### src/rtl/cam_pkg.sv
`default_nettype none
// ============================================================================
//  Module      : cam_pkg
//  Description : Shared types and geometry for the 32 x 32-bit CAM and its
//                command master (opcodes, master FSM states, sizes).
//  Revision    : 1.0 - initial release
// ============================================================================
package cam_pkg;

   localparam int CAM_DEPTH = 32;
   localparam int CAM_WIDTH = 32;
   localparam int CAM_IDX_W = 5;

   // Command / response opcode
   typedef enum logic [1:0] {
      READ   = 2'b00,
      WRITE  = 2'b01,
      SEARCH = 2'b10,
      RSVD   = 2'b11
   } cam_op_e;

   // Command master sequencing states
   typedef enum logic [1:0] {
      IDLE  = 2'd0,
      ISSUE = 2'd1,
      WAIT  = 2'd2,
      RESP  = 2'd3
   } cam_master_state_e;

endpackage
`default_nettype wire

### src/rtl/cam_cmd_master_if.sv
`default_nettype none
// ============================================================================
//  Module      : cam_cmd_master_if
//  Description : Command, response and CAM-side signal bundle of the CAM
//                command master. "master" is the command master's view,
//                "slave" is the view of the upstream controller plus the CAM.
//  Revision    : 1.0 - initial release
// ============================================================================
interface cam_cmd_master_if #(
   parameter int DATA_W = cam_pkg::CAM_WIDTH,
   parameter int IDX_W  = cam_pkg::CAM_IDX_W
);
   // upstream command port
   logic              cmd_valid_i;
   logic              cmd_ready_o;
   logic [1:0]        cmd_op_i;
   logic [IDX_W-1:0]  cmd_index_i;
   logic [DATA_W-1:0] cmd_data_i;
   // response port
   logic              rsp_valid_o;
   logic              rsp_ready_i;
   logic [1:0]        rsp_op_o;
   logic              rsp_hit_o;
   logic [IDX_W-1:0]  rsp_index_o;
   logic [DATA_W-1:0] rsp_data_o;
   logic              rsp_err_o;
   // CAM port group
   logic              cam_read_enable_o;
   logic              cam_write_enable_o;
   logic              cam_search_enable_o;
   logic [IDX_W-1:0]  cam_read_index_o;
   logic [IDX_W-1:0]  cam_write_index_o;
   logic [DATA_W-1:0] cam_write_data_o;
   logic [DATA_W-1:0] cam_search_data_o;
   logic              cam_read_valid_i;
   logic              cam_search_valid_i;
   logic [DATA_W-1:0] cam_read_value_i;
   logic [IDX_W-1:0]  cam_search_index_i;

   modport master (
      input  cmd_valid_i, cmd_op_i, cmd_index_i, cmd_data_i, rsp_ready_i,
             cam_read_valid_i, cam_search_valid_i, cam_read_value_i, cam_search_index_i,
      output cmd_ready_o, rsp_valid_o, rsp_op_o, rsp_hit_o, rsp_index_o, rsp_data_o,
             rsp_err_o, cam_read_enable_o, cam_write_enable_o, cam_search_enable_o,
             cam_read_index_o, cam_write_index_o, cam_write_data_o, cam_search_data_o
   );

   modport slave (
      output cmd_valid_i, cmd_op_i, cmd_index_i, cmd_data_i, rsp_ready_i,
             cam_read_valid_i, cam_search_valid_i, cam_read_value_i, cam_search_index_i,
      input  cmd_ready_o, rsp_valid_o, rsp_op_o, rsp_hit_o, rsp_index_o, rsp_data_o,
             rsp_err_o, cam_read_enable_o, cam_write_enable_o, cam_search_enable_o,
             cam_read_index_o, cam_write_index_o, cam_write_data_o, cam_search_data_o
   );

endinterface
`default_nettype wire

### src/rtl/cam_cmd_master.sv
`default_nettype none
// ============================================================================
//  Module      : cam_cmd_master
//  Description : Single-outstanding command initiator for the 32 x 32-bit
//                CAM. Issues read/write/search, captures results after
//                RD_LATENCY cycles and returns them on a valid/ready port.
//                All outputs are registered.
//  Config      : CAM_CMD_MASTER_WRITE_ACK_EN - when defined, every write
//                returns an acknowledge response; otherwise writes are
//                fire-and-forget.
//  Revision    : 1.0 - initial release
// ============================================================================
module cam_cmd_master
   import cam_pkg::*;
#(
   parameter int DATA_W     = CAM_WIDTH,
   parameter int IDX_W      = CAM_IDX_W,
   parameter int RD_LATENCY = 1
) (
   input  logic             clk_i,
   input  logic             rst_i,
   cam_cmd_master_if.master bus
);

   localparam logic [1:0] c_wait_init = 2'(RD_LATENCY - 1);

   cam_master_state_e state_q, state_d;
   cam_op_e           op_q, op_d;
   logic [IDX_W-1:0]  idx_q, idx_d;
   logic [1:0]        cnt_q, cnt_d;
   logic              cmd_ready_q, cmd_ready_d;
   logic              rd_en_q, rd_en_d, wr_en_q, wr_en_d, sr_en_q, sr_en_d;
   logic [IDX_W-1:0]  rd_idx_q, rd_idx_d, wr_idx_q, wr_idx_d;
   logic [DATA_W-1:0] wr_data_q, wr_data_d, sr_data_q, sr_data_d;
   logic              rsp_valid_q, rsp_valid_d, rsp_hit_q, rsp_hit_d, rsp_err_q, rsp_err_d;
   cam_op_e           rsp_op_q, rsp_op_d;
   logic [IDX_W-1:0]  rsp_index_q, rsp_index_d;
   logic [DATA_W-1:0] rsp_data_q, rsp_data_d;

   // Next-state, CAM drive and response capture for the one in-flight command
   always_comb begin
      state_d     = state_q;
      op_d        = op_q;
      idx_d       = idx_q;
      cnt_d       = cnt_q;
      rd_en_d     = 1'b0;
      wr_en_d     = 1'b0;
      sr_en_d     = 1'b0;
      rd_idx_d    = rd_idx_q;
      wr_idx_d    = wr_idx_q;
      wr_data_d   = wr_data_q;
      sr_data_d   = sr_data_q;
      rsp_valid_d = rsp_valid_q;
      rsp_op_d    = rsp_op_q;
      rsp_hit_d   = rsp_hit_q;
      rsp_index_d = rsp_index_q;
      rsp_data_d  = rsp_data_q;
      rsp_err_d   = rsp_err_q;
      case (state_q)
         IDLE: begin
            if (bus.cmd_valid_i && cmd_ready_q) begin
               op_d  = cam_op_e'(bus.cmd_op_i);
               idx_d = bus.cmd_index_i;
               case (cam_op_e'(bus.cmd_op_i))
                  READ: begin
                     state_d  = ISSUE;
                     rd_en_d  = 1'b1;
                     rd_idx_d = bus.cmd_index_i;
                  end
                  WRITE: begin
                     state_d   = ISSUE;
                     wr_en_d   = 1'b1;
                     wr_idx_d  = bus.cmd_index_i;
                     wr_data_d = bus.cmd_data_i;
                  end
                  SEARCH: begin
                     state_d   = ISSUE;
                     sr_en_d   = 1'b1;
                     sr_data_d = bus.cmd_data_i;
                  end
                  default: begin
                     // Reserved opcode: answer with an error, never touch the CAM
                     state_d     = RESP;
                     rsp_valid_d = 1'b1;
                     rsp_op_d    = RSVD;
                     rsp_hit_d   = 1'b0;
                     rsp_index_d = bus.cmd_index_i;
                     rsp_data_d  = '0;
                     rsp_err_d   = 1'b1;
                  end
               endcase
            end
         end
         ISSUE: begin
            if (op_q == WRITE) begin
`ifdef CAM_CMD_MASTER_WRITE_ACK_EN
               state_d     = RESP;
               rsp_valid_d = 1'b1;
               rsp_op_d    = WRITE;
               rsp_hit_d   = 1'b1;
               rsp_index_d = idx_q;
               rsp_data_d  = '0;
               rsp_err_d   = 1'b0;
`else
               state_d     = IDLE;
`endif
            end else begin
               state_d = WAIT;
               cnt_d   = c_wait_init;
            end
         end
         WAIT: begin
            if (cnt_q == 2'd0) begin
               state_d     = RESP;
               rsp_valid_d = 1'b1;
               rsp_op_d    = op_q;
               rsp_err_d   = 1'b0;
               if (op_q == SEARCH) begin
                  rsp_hit_d   = bus.cam_search_valid_i;
                  rsp_index_d = bus.cam_search_valid_i ? bus.cam_search_index_i : '0;
                  rsp_data_d  = '0;
               end else begin
                  rsp_hit_d   = bus.cam_read_valid_i;
                  rsp_index_d = idx_q;
                  rsp_data_d  = bus.cam_read_valid_i ? bus.cam_read_value_i : '0;
               end
            end else begin
               cnt_d = cnt_q - 2'd1;
            end
         end
         RESP: begin
            if (bus.rsp_ready_i) begin
               state_d     = IDLE;
               rsp_valid_d = 1'b0;
            end
         end
         default: state_d = IDLE;
      endcase
      // Ready is a flop, so it rises one cycle after returning to IDLE
      cmd_ready_d = (state_d == IDLE);
   end

   // State and output registers; async reset clears every output at once
   always_ff @(posedge clk_i or negedge rst_i) begin
      if (!rst_i) begin
         state_q     <= IDLE;
         op_q        <= READ;
         idx_q       <= '0;
         cnt_q       <= 2'd0;
         cmd_ready_q <= 1'b0;
         rd_en_q     <= 1'b0;
         wr_en_q     <= 1'b0;
         sr_en_q     <= 1'b0;
         rd_idx_q    <= '0;
         wr_idx_q    <= '0;
         wr_data_q   <= '0;
         sr_data_q   <= '0;
         rsp_valid_q <= 1'b0;
         rsp_op_q    <= READ;
         rsp_hit_q   <= 1'b0;
         rsp_index_q <= '0;
         rsp_data_q  <= '0;
         rsp_err_q   <= 1'b0;
      end else begin
         state_q     <= state_d;
         op_q        <= op_d;
         idx_q       <= idx_d;
         cnt_q       <= cnt_d;
         cmd_ready_q <= cmd_ready_d;
         rd_en_q     <= rd_en_d;
         wr_en_q     <= wr_en_d;
         sr_en_q     <= sr_en_d;
         rd_idx_q    <= rd_idx_d;
         wr_idx_q    <= wr_idx_d;
         wr_data_q   <= wr_data_d;
         sr_data_q   <= sr_data_d;
         rsp_valid_q <= rsp_valid_d;
         rsp_op_q    <= rsp_op_d;
         rsp_hit_q   <= rsp_hit_d;
         rsp_index_q <= rsp_index_d;
         rsp_data_q  <= rsp_data_d;
         rsp_err_q   <= rsp_err_d;
      end
   end

   assign bus.cmd_ready_o         = cmd_ready_q;
   assign bus.rsp_valid_o         = rsp_valid_q;
   assign bus.rsp_op_o            = rsp_op_q;
   assign bus.rsp_hit_o           = rsp_hit_q;
   assign bus.rsp_index_o         = rsp_index_q;
   assign bus.rsp_data_o          = rsp_data_q;
   assign bus.rsp_err_o           = rsp_err_q;
   assign bus.cam_read_enable_o   = rd_en_q;
   assign bus.cam_write_enable_o  = wr_en_q;
   assign bus.cam_search_enable_o = sr_en_q;
   assign bus.cam_read_index_o    = rd_idx_q;
   assign bus.cam_write_index_o   = wr_idx_q;
   assign bus.cam_write_data_o    = wr_data_q;
   assign bus.cam_search_data_o   = sr_data_q;

endmodule
`default_nettype wire

### src/flat_wrapper.sv
// flat-port wrapper written by rule: the top's interface ports become plain ports
module cam_cmd_master_flat import cam_pkg::*;
#(
   parameter int DATA_W     = CAM_WIDTH,
   parameter int IDX_W      = CAM_IDX_W,
   parameter int RD_LATENCY = 1
)
  (clk_i, rst_i, bus_cmd_valid_i, bus_cmd_op_i, bus_cmd_index_i, bus_cmd_data_i, bus_rsp_ready_i, bus_cam_read_valid_i, bus_cam_search_valid_i, bus_cam_read_value_i, bus_cam_search_index_i, bus_cmd_ready_o, bus_rsp_valid_o, bus_rsp_op_o, bus_rsp_hit_o, bus_rsp_index_o, bus_rsp_data_o, bus_rsp_err_o, bus_cam_read_enable_o, bus_cam_write_enable_o, bus_cam_search_enable_o, bus_cam_read_index_o, bus_cam_write_index_o, bus_cam_write_data_o, bus_cam_search_data_o);
  cam_cmd_master_if #(.DATA_W(DATA_W), .IDX_W(IDX_W)) bus_i ();
  input  logic clk_i;
  input  logic rst_i;
  input wire logic [$bits(bus_i.cmd_valid_i)-1:0] bus_cmd_valid_i;
  input wire logic [$bits(bus_i.cmd_op_i)-1:0] bus_cmd_op_i;
  input wire logic [$bits(bus_i.cmd_index_i)-1:0] bus_cmd_index_i;
  input wire logic [$bits(bus_i.cmd_data_i)-1:0] bus_cmd_data_i;
  input wire logic [$bits(bus_i.rsp_ready_i)-1:0] bus_rsp_ready_i;
  input wire logic [$bits(bus_i.cam_read_valid_i)-1:0] bus_cam_read_valid_i;
  input wire logic [$bits(bus_i.cam_search_valid_i)-1:0] bus_cam_search_valid_i;
  input wire logic [$bits(bus_i.cam_read_value_i)-1:0] bus_cam_read_value_i;
  input wire logic [$bits(bus_i.cam_search_index_i)-1:0] bus_cam_search_index_i;
  output wire logic [$bits(bus_i.cmd_ready_o)-1:0] bus_cmd_ready_o;
  output wire logic [$bits(bus_i.rsp_valid_o)-1:0] bus_rsp_valid_o;
  output wire logic [$bits(bus_i.rsp_op_o)-1:0] bus_rsp_op_o;
  output wire logic [$bits(bus_i.rsp_hit_o)-1:0] bus_rsp_hit_o;
  output wire logic [$bits(bus_i.rsp_index_o)-1:0] bus_rsp_index_o;
  output wire logic [$bits(bus_i.rsp_data_o)-1:0] bus_rsp_data_o;
  output wire logic [$bits(bus_i.rsp_err_o)-1:0] bus_rsp_err_o;
  output wire logic [$bits(bus_i.cam_read_enable_o)-1:0] bus_cam_read_enable_o;
  output wire logic [$bits(bus_i.cam_write_enable_o)-1:0] bus_cam_write_enable_o;
  output wire logic [$bits(bus_i.cam_search_enable_o)-1:0] bus_cam_search_enable_o;
  output wire logic [$bits(bus_i.cam_read_index_o)-1:0] bus_cam_read_index_o;
  output wire logic [$bits(bus_i.cam_write_index_o)-1:0] bus_cam_write_index_o;
  output wire logic [$bits(bus_i.cam_write_data_o)-1:0] bus_cam_write_data_o;
  output wire logic [$bits(bus_i.cam_search_data_o)-1:0] bus_cam_search_data_o;
  assign bus_i.cmd_valid_i = bus_cmd_valid_i;
  assign bus_i.cmd_op_i = bus_cmd_op_i;
  assign bus_i.cmd_index_i = bus_cmd_index_i;
  assign bus_i.cmd_data_i = bus_cmd_data_i;
  assign bus_i.rsp_ready_i = bus_rsp_ready_i;
  assign bus_i.cam_read_valid_i = bus_cam_read_valid_i;
  assign bus_i.cam_search_valid_i = bus_cam_search_valid_i;
  assign bus_i.cam_read_value_i = bus_cam_read_value_i;
  assign bus_i.cam_search_index_i = bus_cam_search_index_i;
  assign bus_cmd_ready_o = bus_i.cmd_ready_o;
  assign bus_rsp_valid_o = bus_i.rsp_valid_o;
  assign bus_rsp_op_o = bus_i.rsp_op_o;
  assign bus_rsp_hit_o = bus_i.rsp_hit_o;
  assign bus_rsp_index_o = bus_i.rsp_index_o;
  assign bus_rsp_data_o = bus_i.rsp_data_o;
  assign bus_rsp_err_o = bus_i.rsp_err_o;
  assign bus_cam_read_enable_o = bus_i.cam_read_enable_o;
  assign bus_cam_write_enable_o = bus_i.cam_write_enable_o;
  assign bus_cam_search_enable_o = bus_i.cam_search_enable_o;
  assign bus_cam_read_index_o = bus_i.cam_read_index_o;
  assign bus_cam_write_index_o = bus_i.cam_write_index_o;
  assign bus_cam_write_data_o = bus_i.cam_write_data_o;
  assign bus_cam_search_data_o = bus_i.cam_search_data_o;
  cam_cmd_master #(.DATA_W(DATA_W), .IDX_W(IDX_W), .RD_LATENCY(RD_LATENCY)) u_core (.clk_i(clk_i), .rst_i(rst_i), .bus(bus_i));
endmodule
### config.mk
export PLATFORM = sky130hd
export DESIGN_NAME = cam_cmd_master_flat
export DESIGN_NICKNAME = d
export VERILOG_FILES = /design/src/rtl/cam_pkg.sv /design/src/rtl/cam_cmd_master_if.sv /design/src/rtl/cam_cmd_master.sv /design/src/flat_wrapper.sv
export SDC_FILE = /design/constraint.sdc
export NUM_CORES = 1
export LEC_CHECK = 0
export BUFFER_PORTS_ARGS = -buffer_cell sky130_fd_sc_hd__buf_2
export CAP_MARGIN = 20
export CORE_ASPECT_RATIO = 1.5
export CORE_MARGIN = 2
export CORE_UTILIZATION = 45
export DETAILED_ROUTE_END_ITERATION = 16
export GPL_ROUTABILITY_DRIVEN = 0
export PLACE_DENSITY = 0.83
export SYNTH_ARGS = -nofsm -noshare
export SYNTH_HDL_FRONTEND = slang
export SYNTH_SLANG_ARGS = --single-unit
### constraint.sdc
create_clock -name clk_i -period 2.3 [get_ports clk_i]
set_clock_uncertainty 0.15 [all_clocks]
set_input_delay 0.46 -clock clk_i [delete_from_list [all_inputs] [get_ports clk_i]]
set_output_delay 0.46 -clock clk_i [all_outputs]
set_load 0.005 [all_outputs]
# Word level (Yosys, flattened, before mapping)
# Cells that the tools add are included.
# totals
ff_bits,131
inputBits,82
out_inout_bits,120
# op_classes
n_addsub,1
n_eq_ne,13
mux,46
reduce_logical,16
# op_table
cell,n
2-to-1 mux 32 bit,5
one-hot mux 32 bit (2 select lines),1
2-to-1 mux 5 bit,5
2-to-1 mux 2 bit,10
2-to-1 mux 1 bit,18
AND reduction 3 bit,4
one-hot mux 5 bit (2 select lines),1
== test 2 bit (second input constant),4
logical NOT 2 bit,4
!= test 2 bit (second input constant),4
one-hot mux 2 bit (2 select lines),2
one-hot mux 2 bit (4 select lines),1
== test 2 x 1 -> 1 bit (second input constant),3
AND reduction 5 bit,1
!= test 2 x 1 -> 1 bit (second input constant),2
one-hot mux 1 bit (2 select lines),2
AND reduction 4 bit,1
nonzero test 2 bit,2
one-hot mux 1 bit (3 select lines),1
nonzero test 3 bit,1
OR reduction 3 bit,1
AND reduction 2 bit,1
subtractor 2 x 1 -> 2 bit (second input constant),1
logical AND 1 bit,1

# Depth between registers and ports, before layout
# depth
word_depth,6
depth_mapped,9

# Least setup slack after synthesis
# Ideal clock, no wire load.
# synth_path
path_type,register -> register
startpoint,register u_core.state_q[0]
endpoint,"register u_core.wr_data_q[0], in the netlist u_core.bus.cam_write_data_o[0]"
setup_ps,125
arrival_time_ps,1696
t_required_ps,2025
setup_slack_ps,329
stages_incl_launch_ff,7
n_path_buf,1
synth_period_minus_slack_ps,1971
cell_sequence,dfrtp_1 -> inv_1 -> ha_1 -> nand3_1 -> nor2_4 -> buf_4 -> mux2_2
# synth_via
elab_chain_len,2
# synth_rtl
item,line,rtl
from (decl),cam_cmd_master.sv:27,"cam_master_state_e state_q, state_d;"
from (signal assigned),cam_cmd_master.sv:165,state_q <= state_d;
logical NOT 2 bit,cam_cmd_master.sv:59,case (state_q)
AND reduction 3 bit (no source line),n/a,
to (signal assigned),cam_cmd_master.sv:175,wr_data_q <= wr_data_d;
to (decl),cam_cmd_master.sv:34,"logic [DATA_W-1:0] wr_data_q, wr_data_d, sr_data_q, sr_data_d;"
# No other way between the ends.
# A chain may end at the register's enable or synchronous reset.

# Final worst setup path
# layout_path
startpoint,register u_core.state_q[0]
endpoint,"register u_core.wr_data_q[14], in the netlist u_core.bus.cam_write_data_o[14]"
# The elaborated chain is that of the path after synthesis.

==> results by group <==
STA
  • Final hold vios: 0
  • Normalized max-slew margin: 0.550
  • RSZ-0062 raised after global routing: false
  • Final setup fails: 0
  • Hold slack: 0.000805 ns
  • Setup TNS: 0 ns
  • Max-slew violation count: 0
  • Fin crit share: 0.939
  • FMAX: 463 MHz
  • Worst slew pin tran: 0.674 ns
  • Minimum clock period: roughly 2.2 ns

Yosys
  • XOR/XNOR Fraction of Synth Area: 0
  • Post-synthesis simple-gate area fraction: 0.123
  • Post-synth top cells: 131 x dfrtp_1, 94 x nand2_1, 50 x mux2_2
  • Most area-consuming cells after synthesis: dfrtp_1 62%, mux2_2 11%, nand2_1 6.7%
  • Ys async rst share: 1.00
  • Sequential element share of the synthesized area: 0.618
  • Mux contribution to synthesized area: 0.155
  • Synthesized Nets: 527
  • Top_reg_cell synth: dfrtp_1
  • Synth Area in Compound Gates: 0.0498
  • Post-synthesis average cell area: 12.1 µm²
  • Post-synthesis adder-cell area fraction: 0.0165
  • Post-synthesis cell area: 5300 µm²
  • Yosys cell types: 34
  • Most common cell in the netlist: dfrtp_1
  • Synth Register Bits: 131
  • Yosys top cell area share: 0.618
  • Syn. warnings: 0
  • Post-synth top area cell: dfrtp_1
  • Post-synth EDFFs: 0
  • Largest family of logic cells by synthesized area: multiplexers
  • Cells after Synth: 438

Detailed routing
  • Final Routed Wirelength: 11900 µm
  • Wirelength per Cell: 14.8 µm
  • Routed vias/inst: between 4 and 5
  • DRC violation count after routing: 0
  • 1st-iter DRT viols: 146
  • First-pass detailed-route iteration total: 4
  • Final ANT Viol Nets: 0
  • Routed vias: 4017

Floorplanning
  • Top-Level Pins: 202
  • Die Wd: 92.6 µm
  • DIE HEIGHT: 137 µm
  • Initial core utilization: 0.460
  • Row cnt: between 40 and 50
  • Die footprint: 12700 µm²
  • Core area: 11500 µm²

Outcome
  • Run status: finished clean

Layout
  • Fin cells: 807
  • Layout area overhead: 33.1%
  • Multi-input logic area: 1830 µm²
  • Design Area, Final: 7060 µm²
  • FF/Latch Area: 3280 µm²
  • ANT cells: 0
  • Layout cells sized above 1: 0.452
  • Nets: 733
  • # fillers: 983

Clock tree
  • Hold Buf Count CTS: 0
  • Sink Count: 131
  • Htree depth: 4
  • Clock latency on the worst-skew pair: 0.39 ns
  • Reg clk slew, reported paths: 0.06 ns
  • Longest Clk Path Bufs: 2
  • Root Buffer: clkbuf_16
  • CTS buffer count: 17
  • CTS tree: built

Global routing
  • First-pass GRT wire length: about 19000 µm
  • Global route total overflow: 0
  • Largest net degree at the start of global routing: 132
  • GRT Util Overall: 0.190
  • Initial antenna violation count: 0
  • Number of global-route vias before repair: 4156

Setup path
  • Max incr delay on CP: around 0.42 ns
  • Crit path buf inv count: 2
  • Family with the most delay on the worst path: flip-flops
  • Worst EP arrival: 2.28 ns
  • Worst setup EP type: flip-flop
  • Worst setup path start: u_core.state_q[0]$_DFF_PN0_
  • CP max FO: 37
  • CP required: between 2 and 2.5 ns
  • CP cell instances: inv_1, ha_1, nand3_1, nor2_4, buf_12, mux2_1
  • CP Class: reg -> reg
  • Crit path max-delay cell type: dfrtp_1
  • Worst flop-to-flop path startpoint: u_core.state_q[0]$_DFF_PN0_
  • Crit start category: flip-flop

Placed design
  • DP HPWL: 8810 µm
  • Placed Instances: 775
  • I/O Buffers: 201
  • Placed cell area: 6480 µm²

Pwr
  • Clock power frac: 0.260
  • Combinational share of power: 0.339
  • P_int: between 6 and 7 mW
  • Part of the power in registers: 0.401
  • P per Cell Area: 1370 nW/µm²
  • Leakage Power: 3.88 nW
  • Switching Fraction: 0.335
  • Peak VDD IR: 722 µV
  • Switching Power: 3.24 mW

Hold path
  • Tightest Hold Check Type: in -> async

Job
  • Number of max-cap violations: 0
==> timing repair <==
item	in CTS	in global routing
setup endpoints to repair	0	4
gates resized for setup	0	1
setup buffers	0	0
endpoints found under the hold margin	0	0
==> path summary, 6_finish.rpt <==
check / cells past startpoint / to / slack (ns)
worst min-delay path: 2 / u_core.bus.rsp_data_o[17]$_DFFE_PN0P_ / 0.0008
worst min register to register: 2 / u_core.bus.rsp_data_o[17]$_DFFE_PN0P_ / 0.31
worst max-delay path: 6 / u_core.bus.cam_write_data_o[14]$_DFFE_PN0P_ / 0.14
worst max register to register: 6 / u_core.bus.cam_write_data_o[14]$_DFFE_PN0P_ / 0.14
min in group clk_i: 3 / u_core.bus.rsp_data_o[17]$_DFFE_PN0P_ / 0.13
max in group asynchronous: 2 / u_core.bus.cam_write_data_o[9]$_DFFE_PN0P_ / 1.50
==> flip-flops by register name (all words and copies together), names as in the netlist <==
register and flops:
u_core.bus.rsp_op_o 2, u_core.bus.rsp_hit_o 1, u_core.bus.cam_read_enable_o 1, u_core.cnt_q 2
u_core.bus.cmd_ready_o 1, u_core.bus.rsp_index_o 5, u_core.bus.cam_search_enable_o 1, u_core.bus.rsp_data_o 32
u_core.bus.rsp_valid_o 1, u_core.state_q 2, u_core.bus.cam_search_data_o 32, u_core.bus.rsp_err_o 1
u_core.bus.cam_read_index_o 5, u_core.op_q 2, u_core.idx_q 5, u_core.bus.cam_write_data_o 32
u_core.bus.cam_write_index_o 5, u_core.bus.cam_write_enable_o 1
==> metrics by stage <==
step,util,total power [mW],worst slack [ns]
after floorplan,-,5.73,0.329
after global placement,0.562,6.99,0.266
after detailed placement,0.562,7.21,0.142
after CTS,0.612,9.78,0.119
after global routing,0.612,10.4,0.0118
final,0.612,9.67,0.141
==> cell families after synthesis <==
kind of cell	count (synthesis)
AND/OR/NAND/NOR	151
flip-flops	131
multiplexers	73
AO/OA/AOI/OAI	41
buffers and inverters	35
adder cells (fa/ha/maj)	7
==> cells in the final DEF (no fill, tap or decap), types with 6 or more instances in the layout <==
cell type  synthesis  layout
buf_2              5     200
dfrtp_1          131     131
nand2_1           94      94
mux2_2            50      50
nand3_1           35      35
mux2_1            22      22
clkbuf_16          0      17
inv_1             12      12
o21ai_1           11      11
o21ai_0            8       8
ha_1               7       7
a21oi_1            6       6
nor2_1             7       6
==> layer usage <==
| metal | up-vias | GRT usage | share of wire |
|---|---|---|---|
| met3 | 10 | 0.0551 | 0.064 |
| met5 | - | 0 | 0 |
| met1 | 1956 | 0.215 | 0.38 |
| met2 | 139 | 0.345 | 0.55 |
| met4 | 0 | 0.0605 | 0.0091 |
| li1 | 1912 | - | - |
==> layout make-up <==
| class | count | share of cell area |
|---|---|---|
| sequential | 131 | 0.465 |
| multi-input combinational | 272 | 0.260 |
| timing repair buffer | 210 | 0.162 |
| clock buffer | 18 | 0.0622 |
| tap | 150 | 0.0266 |
| clock inverter | 14 | 0.0184 |
| inverter | 12 | 0.00638 |
==> power groups by stage <==
stage	clock [mW]	sequential [mW]	combinational [mW]
floorplan	0	3.94	1.79
global placement	0	3.84	3.15
detailed placement	0	3.91	3.30
CTS	2.59	3.88	3.31
global route	2.69	3.99	3.67
finish	2.51	3.88	3.28
Power figures use the tool's default switching activity.
